## src/rtl/c1weights_loader_if.sv

```systemverilog
// Bus bundle between the conv1 weight loader, the weight ROM and the MAC array.
// CNN_WLOAD_CHECKSUM_EN adds the checksum signal to both modports.
`timescale 1ns/1ps

interface c1weights_loader_if #(
    parameter int PARA_WIDTH  = 8,
    parameter int KERNEL_SIZE = 25,
    parameter int ADDR_WIDTH  = 5
);
    logic                              start;
    logic [ADDR_WIDTH-1:0]             rom_raddr;
    logic [PARA_WIDTH-1:0]             rom_dout;
    logic [KERNEL_SIZE*PARA_WIDTH-1:0] kernel_flat;
    logic                              busy;
    logic                              done;
    logic                              kernel_valid;
`ifdef CNN_WLOAD_CHECKSUM_EN
    logic [PARA_WIDTH+ADDR_WIDTH-1:0]  checksum;

    modport master (
        input  start, rom_dout,
        output rom_raddr, kernel_flat, busy, done, kernel_valid, checksum
    );
    modport slave (
        output start, rom_dout,
        input  rom_raddr, kernel_flat, busy, done, kernel_valid, checksum
    );
`else
    modport master (
        input  start, rom_dout,
        output rom_raddr, kernel_flat, busy, done, kernel_valid
    );
    modport slave (
        output start, rom_dout,
        input  rom_raddr, kernel_flat, busy, done, kernel_valid
    );
`endif
endinterface

```

## src/rtl/c1weights_loader.sv

```systemverilog
// Walks the conv1 weight ROM and assembles the weights into a flat kernel bus.
// Optional weight checksum output is enabled by defining CNN_WLOAD_CHECKSUM_EN.
`timescale 1ns/1ps

module c1weights_loader #(
    parameter int PARA_WIDTH  = 8,
    parameter int KERNEL_SIZE = 25,
    parameter int ADDR_WIDTH  = 5
) (
    input  logic              clk,
    input  logic              rst,
    c1weights_loader_if.master bus
);
    typedef enum logic [1:0] {IDLE, FETCH, DRAIN} state_t;

    localparam logic [ADDR_WIDTH-1:0] LAST_ADDR = ADDR_WIDTH'(KERNEL_SIZE - 1);

    state_t                state_reg, state_next;
    logic [ADDR_WIDTH-1:0] raddr_reg, raddr_next;
    logic                  start_accept;
    logic                  cap_en_reg;
    logic [ADDR_WIDTH-1:0] cap_idx_reg;
    logic                  done_reg;
    logic                  valid_reg;
    logic                  last_cap;

    always_ff @(posedge clk or posedge rst) begin
        if (rst) begin
            state_reg <= IDLE;
            raddr_reg <= '0;
        end else begin
            state_reg <= state_next;
            raddr_reg <= raddr_next;
        end
    end

    always_comb begin
        state_next   = state_reg;
        raddr_next   = raddr_reg;
        start_accept = 1'b0;
        case (state_reg)
            IDLE: begin
                raddr_next = '0;
                if (bus.start) begin
                    state_next   = FETCH;
                    start_accept = 1'b1;
                end
            end
            FETCH: begin
                if (raddr_reg == LAST_ADDR) begin
                    state_next = DRAIN;
                    raddr_next = '0;
                end else begin
                    raddr_next = raddr_reg + 1'b1;
                end
            end
            DRAIN: begin
                state_next = IDLE;
                raddr_next = '0;
            end
            default: begin
                state_next = IDLE;
                raddr_next = '0;
            end
        endcase
    end

    // Capture pipeline delays the address by one cycle to line up with the ROM's registered output.
    always_ff @(posedge clk or posedge rst) begin
        if (rst) begin
            cap_en_reg  <= 1'b0;
            cap_idx_reg <= '0;
        end else if (start_accept) begin
            cap_en_reg  <= 1'b0;
            cap_idx_reg <= '0;
        end else begin
            cap_en_reg  <= (state_reg == FETCH);
            cap_idx_reg <= raddr_reg;
        end
    end

    generate
        for (genvar gi = 0; gi < KERNEL_SIZE; gi++) begin : g_slot
            logic [PARA_WIDTH-1:0] slot_reg;

            always_ff @(posedge clk or posedge rst) begin
                if (rst) begin
                    slot_reg <= '0;
                end else if (cap_en_reg && (cap_idx_reg == ADDR_WIDTH'(gi))) begin
                    slot_reg <= bus.rom_dout;
                end
            end

            assign bus.kernel_flat[gi*PARA_WIDTH +: PARA_WIDTH] = slot_reg;
        end
    endgenerate

    assign last_cap = cap_en_reg && (cap_idx_reg == LAST_ADDR);

    // kernel_valid can only be set in DRAIN and only cleared in IDLE, so the two never collide.
    always_ff @(posedge clk or posedge rst) begin
        if (rst) begin
            done_reg  <= 1'b0;
            valid_reg <= 1'b0;
        end else begin
            done_reg <= last_cap;
            if (start_accept) begin
                valid_reg <= 1'b0;
            end else if (last_cap) begin
                valid_reg <= 1'b1;
            end
        end
    end

`ifdef CNN_WLOAD_CHECKSUM_EN
    logic [PARA_WIDTH+ADDR_WIDTH-1:0] sum_reg;

    always_ff @(posedge clk or posedge rst) begin
        if (rst) begin
            sum_reg <= '0;
        end else if (start_accept) begin
            sum_reg <= '0;
        end else if (cap_en_reg) begin
            sum_reg <= sum_reg + {{ADDR_WIDTH{1'b0}}, bus.rom_dout};
        end
    end

    assign bus.checksum = sum_reg;
`endif

    assign bus.rom_raddr    = raddr_reg;
    assign bus.busy         = (state_reg != IDLE);
    assign bus.done         = done_reg;
    assign bus.kernel_valid = valid_reg;

endmodule

```

## src/flat_wrapper.sv

```systemverilog
// flat-port wrapper written by rule: the top's interface ports become plain ports
module c1weights_loader_flat 
#(
    parameter int PARA_WIDTH  = 8,
    parameter int KERNEL_SIZE = 25,
    parameter int ADDR_WIDTH  = 5
)
  (clk, rst, bus_start, bus_rom_dout, bus_rom_raddr, bus_kernel_flat, bus_busy, bus_done, bus_kernel_valid);
  c1weights_loader_if #(.PARA_WIDTH(PARA_WIDTH), .KERNEL_SIZE(KERNEL_SIZE), .ADDR_WIDTH(ADDR_WIDTH)) bus_i ();
  input  logic clk;
  input  logic rst;
  input wire logic [$bits(bus_i.start)-1:0] bus_start;
  input wire logic [$bits(bus_i.rom_dout)-1:0] bus_rom_dout;
  output wire logic [$bits(bus_i.rom_raddr)-1:0] bus_rom_raddr;
  output wire logic [$bits(bus_i.kernel_flat)-1:0] bus_kernel_flat;
  output wire logic [$bits(bus_i.busy)-1:0] bus_busy;
  output wire logic [$bits(bus_i.done)-1:0] bus_done;
  output wire logic [$bits(bus_i.kernel_valid)-1:0] bus_kernel_valid;
  assign bus_i.start = bus_start;
  assign bus_i.rom_dout = bus_rom_dout;
  assign bus_rom_raddr = bus_i.rom_raddr;
  assign bus_kernel_flat = bus_i.kernel_flat;
  assign bus_busy = bus_i.busy;
  assign bus_done = bus_i.done;
  assign bus_kernel_valid = bus_i.kernel_valid;
  c1weights_loader #(.PARA_WIDTH(PARA_WIDTH), .KERNEL_SIZE(KERNEL_SIZE), .ADDR_WIDTH(ADDR_WIDTH)) u_core (.clk(clk), .rst(rst), .bus(bus_i));
endmodule
```

## config.mk

```make
export PLATFORM = sky130hd
export DESIGN_NAME = c1weights_loader_flat
export DESIGN_NICKNAME = d
export VERILOG_FILES = /design/src/rtl/c1weights_loader_if.sv /design/src/rtl/c1weights_loader.sv /design/src/flat_wrapper.sv
export SDC_FILE = /design/constraint.sdc
export NUM_CORES = 1
export LEC_CHECK = 0
export BUFFER_PORTS_ARGS = -buffer_cell sky130_fd_sc_hd__buf_4
export CAP_MARGIN = 20
export CORE_UTILIZATION = 54
export CTS_BUF_LIST = sky130_fd_sc_hd__clkbuf_8
export DETAILED_ROUTE_END_ITERATION = 8
export HOLD_SLACK_MARGIN = 0.03
export PLACE_DENSITY = 0.81
export SLEW_MARGIN = 0
export SYNTH_ARGS = -nofsm -noshare
export SYNTH_HDL_FRONTEND = slang
export SYNTH_SLANG_ARGS = --single-unit
export TNS_END_PERCENT = 1
```

## constraint.sdc

```tcl
create_clock -name clk -period 10.5 [get_ports clk]
set_input_delay 2.1 -clock clk [delete_from_list [all_inputs] [get_ports clk]]
set_output_delay 2.1 -clock clk [all_outputs]
set_load 0.05 [all_outputs]
```

======== Yosys cells after proc, flatten, opt, wreduce, memory -nomap -nowiden ========
Index checks and enable logic that the tools add are counted.
word-level totals
  output and inout port bits .............. 208
  bits of input ports ..................... 11
  logic and storage cells ................. 101
  bits in registers ....................... 215
operators by class
  $add $sub $neg .......................... 1
  reductions and logical operators ........ 30
  multiplexer cells ....................... 11
  equality and inequality tests ........... 28
operator list
  kind                                                 number
  equality test 5 bit, second input constant           10
  equality test 5 x 4 -> 1 bit, second input constant  8
  logical AND 1 bit                                    25
  equality test 5 x 3 -> 1 bit, second input constant  4
  two-way mux 5 bit                                    3
  equality test 5 x 2 -> 1 bit, second input constant  2
  adder 5 x 1 -> 5 bit, second input constant          1
  equality test 5 x 1 -> 1 bit, second input constant  1
  logical NOT 5 bit                                    1
  two-way mux 1 bit                                    5
  two-way mux 2 bit                                    2
  case mux 2 bit (2 select lines)                      1
  nonzero test 2 bit                                   2
  equality test 2 x 1 -> 1 bit, second input constant  1
  logical NOT 2 bit                                    1
  != test 2 x 1 -> 1 bit, second input constant        1
  != test 2 bit, second input constant                 1
  AND reduction 2 bit                                  1

======== Longest topological paths before layout ========
Gate-level depths: netlist (run 1).
  depth after elaboration ................. 4
  depth in mapped cells ................... 5

======== Worst setup path after synthesis (run 1) ========
OpenSTA, ideal clock, no wires.
  path type ............................... register to output
  start point ............................. register u_core.state_reg[0]
  end point ............................... output bus_busy
  buffers on the path ..................... 0
  path slack .............................. 7.614 ns
  cell stages (with the launch flop) ...... 2
  data arrival time ....................... 0.786 ns
  path through ............................ dfrtp_1 -> or2_2
between the ends
  cells in the longest elaborated chain, start to end .. 1
RTL lines
  what                    line                     source
  start, declared         c1weights_loader.sv:18   state_t state_reg, state_next;
  start signal, assigned  c1weights_loader.sv:32   state_reg <= state_next;
  nonzero test 2 bit      c1weights_loader.sv:132  assign bus.busy = (state_reg != IDLE);
  end, declared           flat_wrapper.sv:16       output wire logic [$bits(bus_i.busy)-1:0] bus_busy;
No other way between the ends.

======== Worst setup path after layout (run 1) ========
Ends and elaborated chain as after synthesis.

==> results of run 1 <==
layout by cell type, fill, tap and decap left out, types with 4 or more instances in the layout:
cell and instances:
clkbuf_8 40, mux2_2 192, mux2_4 8, nor2b_1 7
dfrtp_1 215, nor2_2 4, nand2_2 6, nand2_1 9
inv_1 17, nor2_1 8, buf_4 219
path summary, 6_finish.rpt:
check / endpoint / slack [ns] / startpoint / depth (start not counted)
min in group asynchronous: u_core.g_slot[9].slot_reg[7]$_DFFE_PP0P_ / 1.77 / rst / 2
min: u_core.g_slot[1].slot_reg[2]$_DFFE_PP0P_ / 0.51 / u_core.g_slot[1].slot_reg[2]$_DFFE_PP0P_ / 1
min reg2reg: u_core.g_slot[1].slot_reg[2]$_DFFE_PP0P_ / 0.51 / u_core.g_slot[1].slot_reg[2]$_DFFE_PP0P_ / 1
max: bus_busy / 7.00 / u_core.state_reg[0]$_DFFE_PP0P_ / 2
max in group asynchronous: u_core.g_slot[13].slot_reg[1]$_DFFE_PP0P_ / 7.13 / rst / 3
max reg2reg: u_core.g_slot[22].slot_reg[6]$_DFFE_PP0P_ / 8.04 / u_core.cap_idx_reg[4]$_DFF_PP0_ / 3
per-layer routing:
| metal | up-vias | wire (µm) | part of all wire | global-route usage |
|---|---|---|---|---|
| li1 | 2237 | - | - | - |
| met1 | 2709 | 8260 | 0.42 | 0.339 |
| met2 | 167 | 10100 | 0.51 | 0.432 |
| met3 | 23 | 1060 | 0.054 | 0.0514 |
| met4 | 0 | 349 | 0.018 | 0.0780 |
| met5 | - | 0 | 0 | 0 |
area by class of cell:
cell class,count,area (µm²)
clock buffer,40,551
clock inverter,15,58.8
fill,979,4100
inverter,5,26.3
multi-input combinational,264,2770
sequential,215,5380
tap,184,230
timing repair buffer,219,1640
worst reg2reg max path: cells and delay by family, from the launching register on:
kind	cells	cell delay (ns)
and+or+nand+nor	2	1.27
DFF	1	0.65
muxes	1	0.43
cell families (layout without fill, tap and decap cells):
kind of cell / count (synthesis) / in the layout / share of synthesized area
xor gates and xnor gates: 3 / 3 / 0.00317
and+or+nand+nor: 58 / 58 / 0.0516
DFF: 215 / 215 / 0.649
buffers and inverters: 32 / 279 / 0.0174
AOI/OAI and AO/OA: 1 / 1 / 0.000603
adders and majority gates: 2 / 2 / 0.00302
muxes: 200 / 200 / 0.275
per-stage QoR:
stage	instance area [µm²]	util
3_5_place_dp	10000	0.681
3_3_place_gp	10000	0.681
4_1_cts	10700	0.722
2_1_floorplan	8290	-
6_report	10700	0.722
5_1_grt	10700	0.722
==> results.md, run 1 <==
- Initial drt markers: 235
- Dominant cells by area after synthesis: dfrtp_1 65%, mux2_2 26%, mux2_4 1.4%
- Routability cong.: 0.816
- Worst Path Arrival: ~1.4 ns
- Clk buf depth: 3
- Family with the most delay on the worst path: flip-flops
- Number of I/O pins: between 200 and 250
- Mapped cell area: ~0.0083 mm²
- Vias: 5,136
- Area growth, synth to finish: 28.5%
- CTS tree: yes
- Setup TNS: 0 ns
- Top post-synthesis cells by count: 215 x dfrtp_1, 192 x mux2_2, 19 x clkbuf_1
- Total Nets Final: 753
- YS warnings: 0
- CP Cell Sequence: or2_2 -> buf_4
- Clk slew on worst S/H paths: ~0.06 ns
- Worst Path Max Fanout: 4
- Yosys cell types: 32
- Sum of buffers and inverters on the critical path: 1
- # resized after CTS: 0
- Layout Cells excl Fill: between 900 and 1,000
- Max-slew violation count: 0
- Tmin final: 3.50 ns
- Post-synthesis sequential area ratio: 0.649
- HPWL after DPL: about 13 mm
- First-pass GRT wire length: 31.1 mm
- Row cnt: 44
- Vias per cell: 5.45
- Max H-tree Level: 2
- Req. time, crit path: 8.40 ns
- WL/cell: 20.9 µm
- Height of the die: 126 µm
- Clk_lat worst skew: between 0.4 and 0.5 ns
- Cell with the most instances after synthesis: dfrtp_1
- Post-CTS setup buffer count: 0
- Worst path slowest cell: dfrtp_1
- Mapped Nets: 524
- GR Util All Layers: 0.257
- Root Driver: clkbuf_8
- Vias in the first global route: between 5,000 and 6,000
- Clock Sinks: 215
- Post-route ant nets: 0
- Final WL: 19.7 mm
- Grt total ovfl: 0
- CP peak stage delay: approximately 0.40 ns
- Total CTS buffers: 35
- Die Wd: 126 µm
- Core area: 0.0148 mm²
- Post-Syn Instances: 511
- Mean Syn Cell Area: around 16 µm²
- Post-synth top area cell: dfrtp_1
- Die area: approximately 0.016 mm²
- Initial antenna violation count: 0
- CP Launch Type: flip-flop
- Placed Instances: 887
- DRC Markers: 0
- DRT Pass-1 Iters: 4
- Slew @ Worst Pin: 0.964 ns
- N_diodes: 0
- Status: completed
- DP Worst Slack: 6.55 ns
- Max Clock Skew: a little under 0.01 ns
- Hold_ws: 0.505 ns
- Max reg flops: 200
- Post-synth EDFFs: 0
- Share of post-route cells with drive strength above 1: 0.633
- CP Capture Type: output port
- Final worst slack: between 6 and 7 ns
- Port bufs: ~220
- Async set-reset flop share out of synthesis: 1.00
- Rel. slew slack: 0.357
- Ys flop type: dfrtp_1
- CTS hold repair buffers: 0
- Area share of the largest cell type after synthesis: 0.649
- Synthesized flop and latch total: 215
- Pin count of the biggest net entering global routing: 138
- Unrepaired setup endpoints after global routing: false
- Starting Density: 0.562
- Final Hold Fails: 0
- Tcrit/Tclk final: 0.333
- Setup violation total in the final timing report: 0
- Crit Path Class: reg -> out
- Max-cap violations: 0
- Hold WC Path Type: reg -> reg
- Fmax: 286 MHz
Power of run 1 is left out: the tool's default activity adds up to more than one toggle a clock period on the data nets, which glitch-free logic cannot reach.
==> inputs of run 2 (changes only) <==
--- a/config.mk
+++ b/config.mk
@@ -7,11 +7,11 @@
 export LEC_CHECK = 0
 export BUFFER_PORTS_ARGS = -buffer_cell sky130_fd_sc_hd__buf_4
 export CAP_MARGIN = 20
-export CORE_UTILIZATION = 54
+export CORE_UTILIZATION = 49
 export CTS_BUF_LIST = sky130_fd_sc_hd__clkbuf_8
 export DETAILED_ROUTE_END_ITERATION = 8
 export HOLD_SLACK_MARGIN = 0.03
-export PLACE_DENSITY = 0.81
+export PLACE_DENSITY = 0.78
 export SLEW_MARGIN = 0
 export SYNTH_ARGS = -nofsm -noshare
 export SYNTH_HDL_FRONTEND = slang
==> constraint.sdc (replaced) <==
create_clock -name clk -period 3.1 [get_ports clk]
set_input_delay 0.62 -clock clk [delete_from_list [all_inputs] [get_ports clk]]
set_output_delay 0.62 -clock clk [all_outputs]
set_load 0.05 [all_outputs]
==> results.md, run 2 (synthesized netlist as in run 1, its figures left out) <==
- Req. time, crit path: 2.48 ns (was 8.40 ns)
- Rel. slew slack: 0.506 (was 0.357)
- GR Util All Layers: 0.239 (was 0.257)
- Vias: 5,166 (was 5,136)
- Fmax: 495 MHz
- Height of the die: 132 µm (was 126 µm)
- Clock Sinks: 215 (unchanged)
- Clk buf depth: 3 (unchanged)
- DRT Pass-1 Iters: 4 (unchanged)
- Final worst slack: 1.08 ns (was 7.00 ns)
- Max H-tree Level: 2 (unchanged)
- Crit Path Class: reg -> out (unchanged)
- Grt total ovfl: 0 (unchanged)
- Critical Path Stages: 2 (unchanged)
- Port bufs: 218 (unchanged)
- Share of post-route cells with drive strength above 1: 0.635 (was 0.633)
- Post-route ant nets: 0 (unchanged)
- Setup crit start: u_core.state_reg[0]$_DFFE_PP0P_ (unchanged)
- Core area: 0.0165 mm² (was 0.0148 mm²)
- RR Startpoint: u_core.cap_idx_reg[2]$_DFF_PP0_ (was u_core.cap_idx_reg[4]$_DFF_PP0_)
- Row cnt: 47 (was 44)
- Die area: 0.0174 mm² (was 0.0159 mm²)
- Placed Instances: 926 (was 887)
- Family with the most delay on the worst path: flip-flops (unchanged)
- Worst path slowest cell: dfrtp_1 (unchanged)
- CP endpoint: bus_busy (unchanged)
- Max Clock Skew: 0.0105 ns (was 0.00963 ns)
- CP Launch Type: flip-flop (unchanged)
- Total Nets Final: 756 (was 753)
- Worst Path Max Fanout: 4 (unchanged)
- Post-CTS setup buffer count: 0 (unchanged)
- Total CTS buffers: 35 (unchanged)
- Vias per cell: 5.24 (was 5.45)
- Initial drt markers: 205 (was 235)
- N_diodes: 0 (unchanged)
- Setup violation total in the final timing report: 0 (unchanged)
- CP peak stage delay: 0.40 ns (about the same)
- Clk_lat worst skew: 0.50 ns (was 0.49 ns)
- Routability cong.: 0.763 (was 0.816)
- Commonest non-fill, non-tap cells in the layout: 219 x buf_4, 215 x dfrtp_1, 192 x mux2_2 (unchanged)
- First-pass GRT wire length: 32.1 mm (was 31.1 mm)
- Status: completed (unchanged)
- # resized after CTS: 0 (unchanged)
- Initial antenna violation count: 0 (unchanged)
- CP Capture Type: output port (unchanged)
- Final core utilization: 0.654 (was 0.722)
- DP Worst Slack: 1.13 ns (was 6.55 ns)
- Starting Density: 0.502 (was 0.562)
- Tmin final: between 2 and 2.5 ns
- DRC Markers: 0 (unchanged)
- Max-slew violation count: 0 (unchanged)
- Vias in the first global route: 5,591 (was 5,450)
- Layout Cells excl Fill: 985 (was 942)
- Pin count of the biggest net entering global routing: 86 (was 138)
- Root Driver: clkbuf_8 (unchanged)
- Worst Path Arrival: 1.40 ns (about the same)
- Die Wd: 132 µm (was 126 µm)
- Hold WC Path Type: in -> async (was reg -> reg)
- CTS tree: yes (unchanged)
- CP Cell Sequence: or2_2 -> buf_4 (unchanged)
- Area growth, synth to finish: 30.3% (was 28.5%)
- Sum of buffers and inverters on the critical path: 1 (unchanged)
- Slew @ Worst Pin: 0.740 ns (was 0.964 ns)
- R2R Path End: u_core.g_slot[17].slot_reg[5]$_DFFE_PP0P_ (was u_core.g_slot[22].slot_reg[6]$_DFFE_PP0P_)
- Flop2flop setup slack: 1.13 ns (was 8.04 ns)
- Final WL: 20.4 mm (was 19.7 mm)
- R2r worst-path depth: 3 (unchanged)
- WL/cell: 20.7 µm (was 20.9 µm)
- Number of I/O pins: 219 (unchanged)
- Tcrit/Tclk final: 0.652
- Clk slew on worst S/H paths: 0.06 ns (about the same)
- Most common cell after layout, fill and taps aside: buf_4 (unchanged)
- Max reg flops: 200 (unchanged)
- HPWL after DPL: 13.6 mm (was 13.2 mm)
- Unrepaired setup endpoints after global routing: false (unchanged)
- CTS hold repair buffers: 0 (unchanged)
- Final Hold Fails: 0 (unchanged)
- Max-cap violations: 0 (unchanged)
-- run 2: area by class of cell --
type | count | area (µm²)
fill | 1250 | 5720
sequential | 215 | 5380
multi-input combinational | 264 | 2770
timing repair buffer | 222 | 1700
clock buffer | 43 | 592
tap | 220 | 275
clock inverter | 16 | 62.6
inverter | 5 | 22.5
-- run 2: worst min path at each step --
stage / from / endpoint / slack, ns / cells after the start
3_5_place_dp: u_core.state_reg[1]$_DFFE_PP0P_ / u_core.state_reg[1]$_DFFE_PP0P_ / 0.48 / 1
6_report: rst / u_core.g_slot[16].slot_reg[2]$_DFFE_PP0P_ / 0.09 / 2
5_1_grt: rst / u_core.g_slot[16].slot_reg[6]$_DFFE_PP0P_ / 0.08 / 2
2_1_floorplan: u_core.state_reg[1]$_DFFE_PP0P_ / u_core.state_reg[1]$_DFFE_PP0P_ / 0.45 / 1
3_3_place_gp: u_core.state_reg[1]$_DFFE_PP0P_ / u_core.state_reg[1]$_DFFE_PP0P_ / 0.46 / 1
4_1_cts: rst / u_core.g_slot[16].slot_reg[2]$_DFFE_PP0P_ / 0.08 / 2
-- run 2: layer usage --
metal	vias up	GRT usage	share of wire
met3	34	0.0584	0.062
met5	-	0	0
met1	2689	0.299	0.41
li1	2263	-	-
met4	0	0.0782	0.025
met2	180	0.410	0.50
-- run 2: through the flow --
stage | cell area, µm² | hold slack, ns | setup TNS, ns
3_3_place_gp | 10100 | 0.463 | 0
5_1_grt | 10800 | 0.0843 | 0
6_report | 10800 | 0.0940 | 0
3_5_place_dp | 10100 | 0.479 | 0
4_1_cts | 10800 | 0.0754 | 0
2_1_floorplan | 8290 | 0.446 | -68.40
Power of run 2 is left out for the same reason.
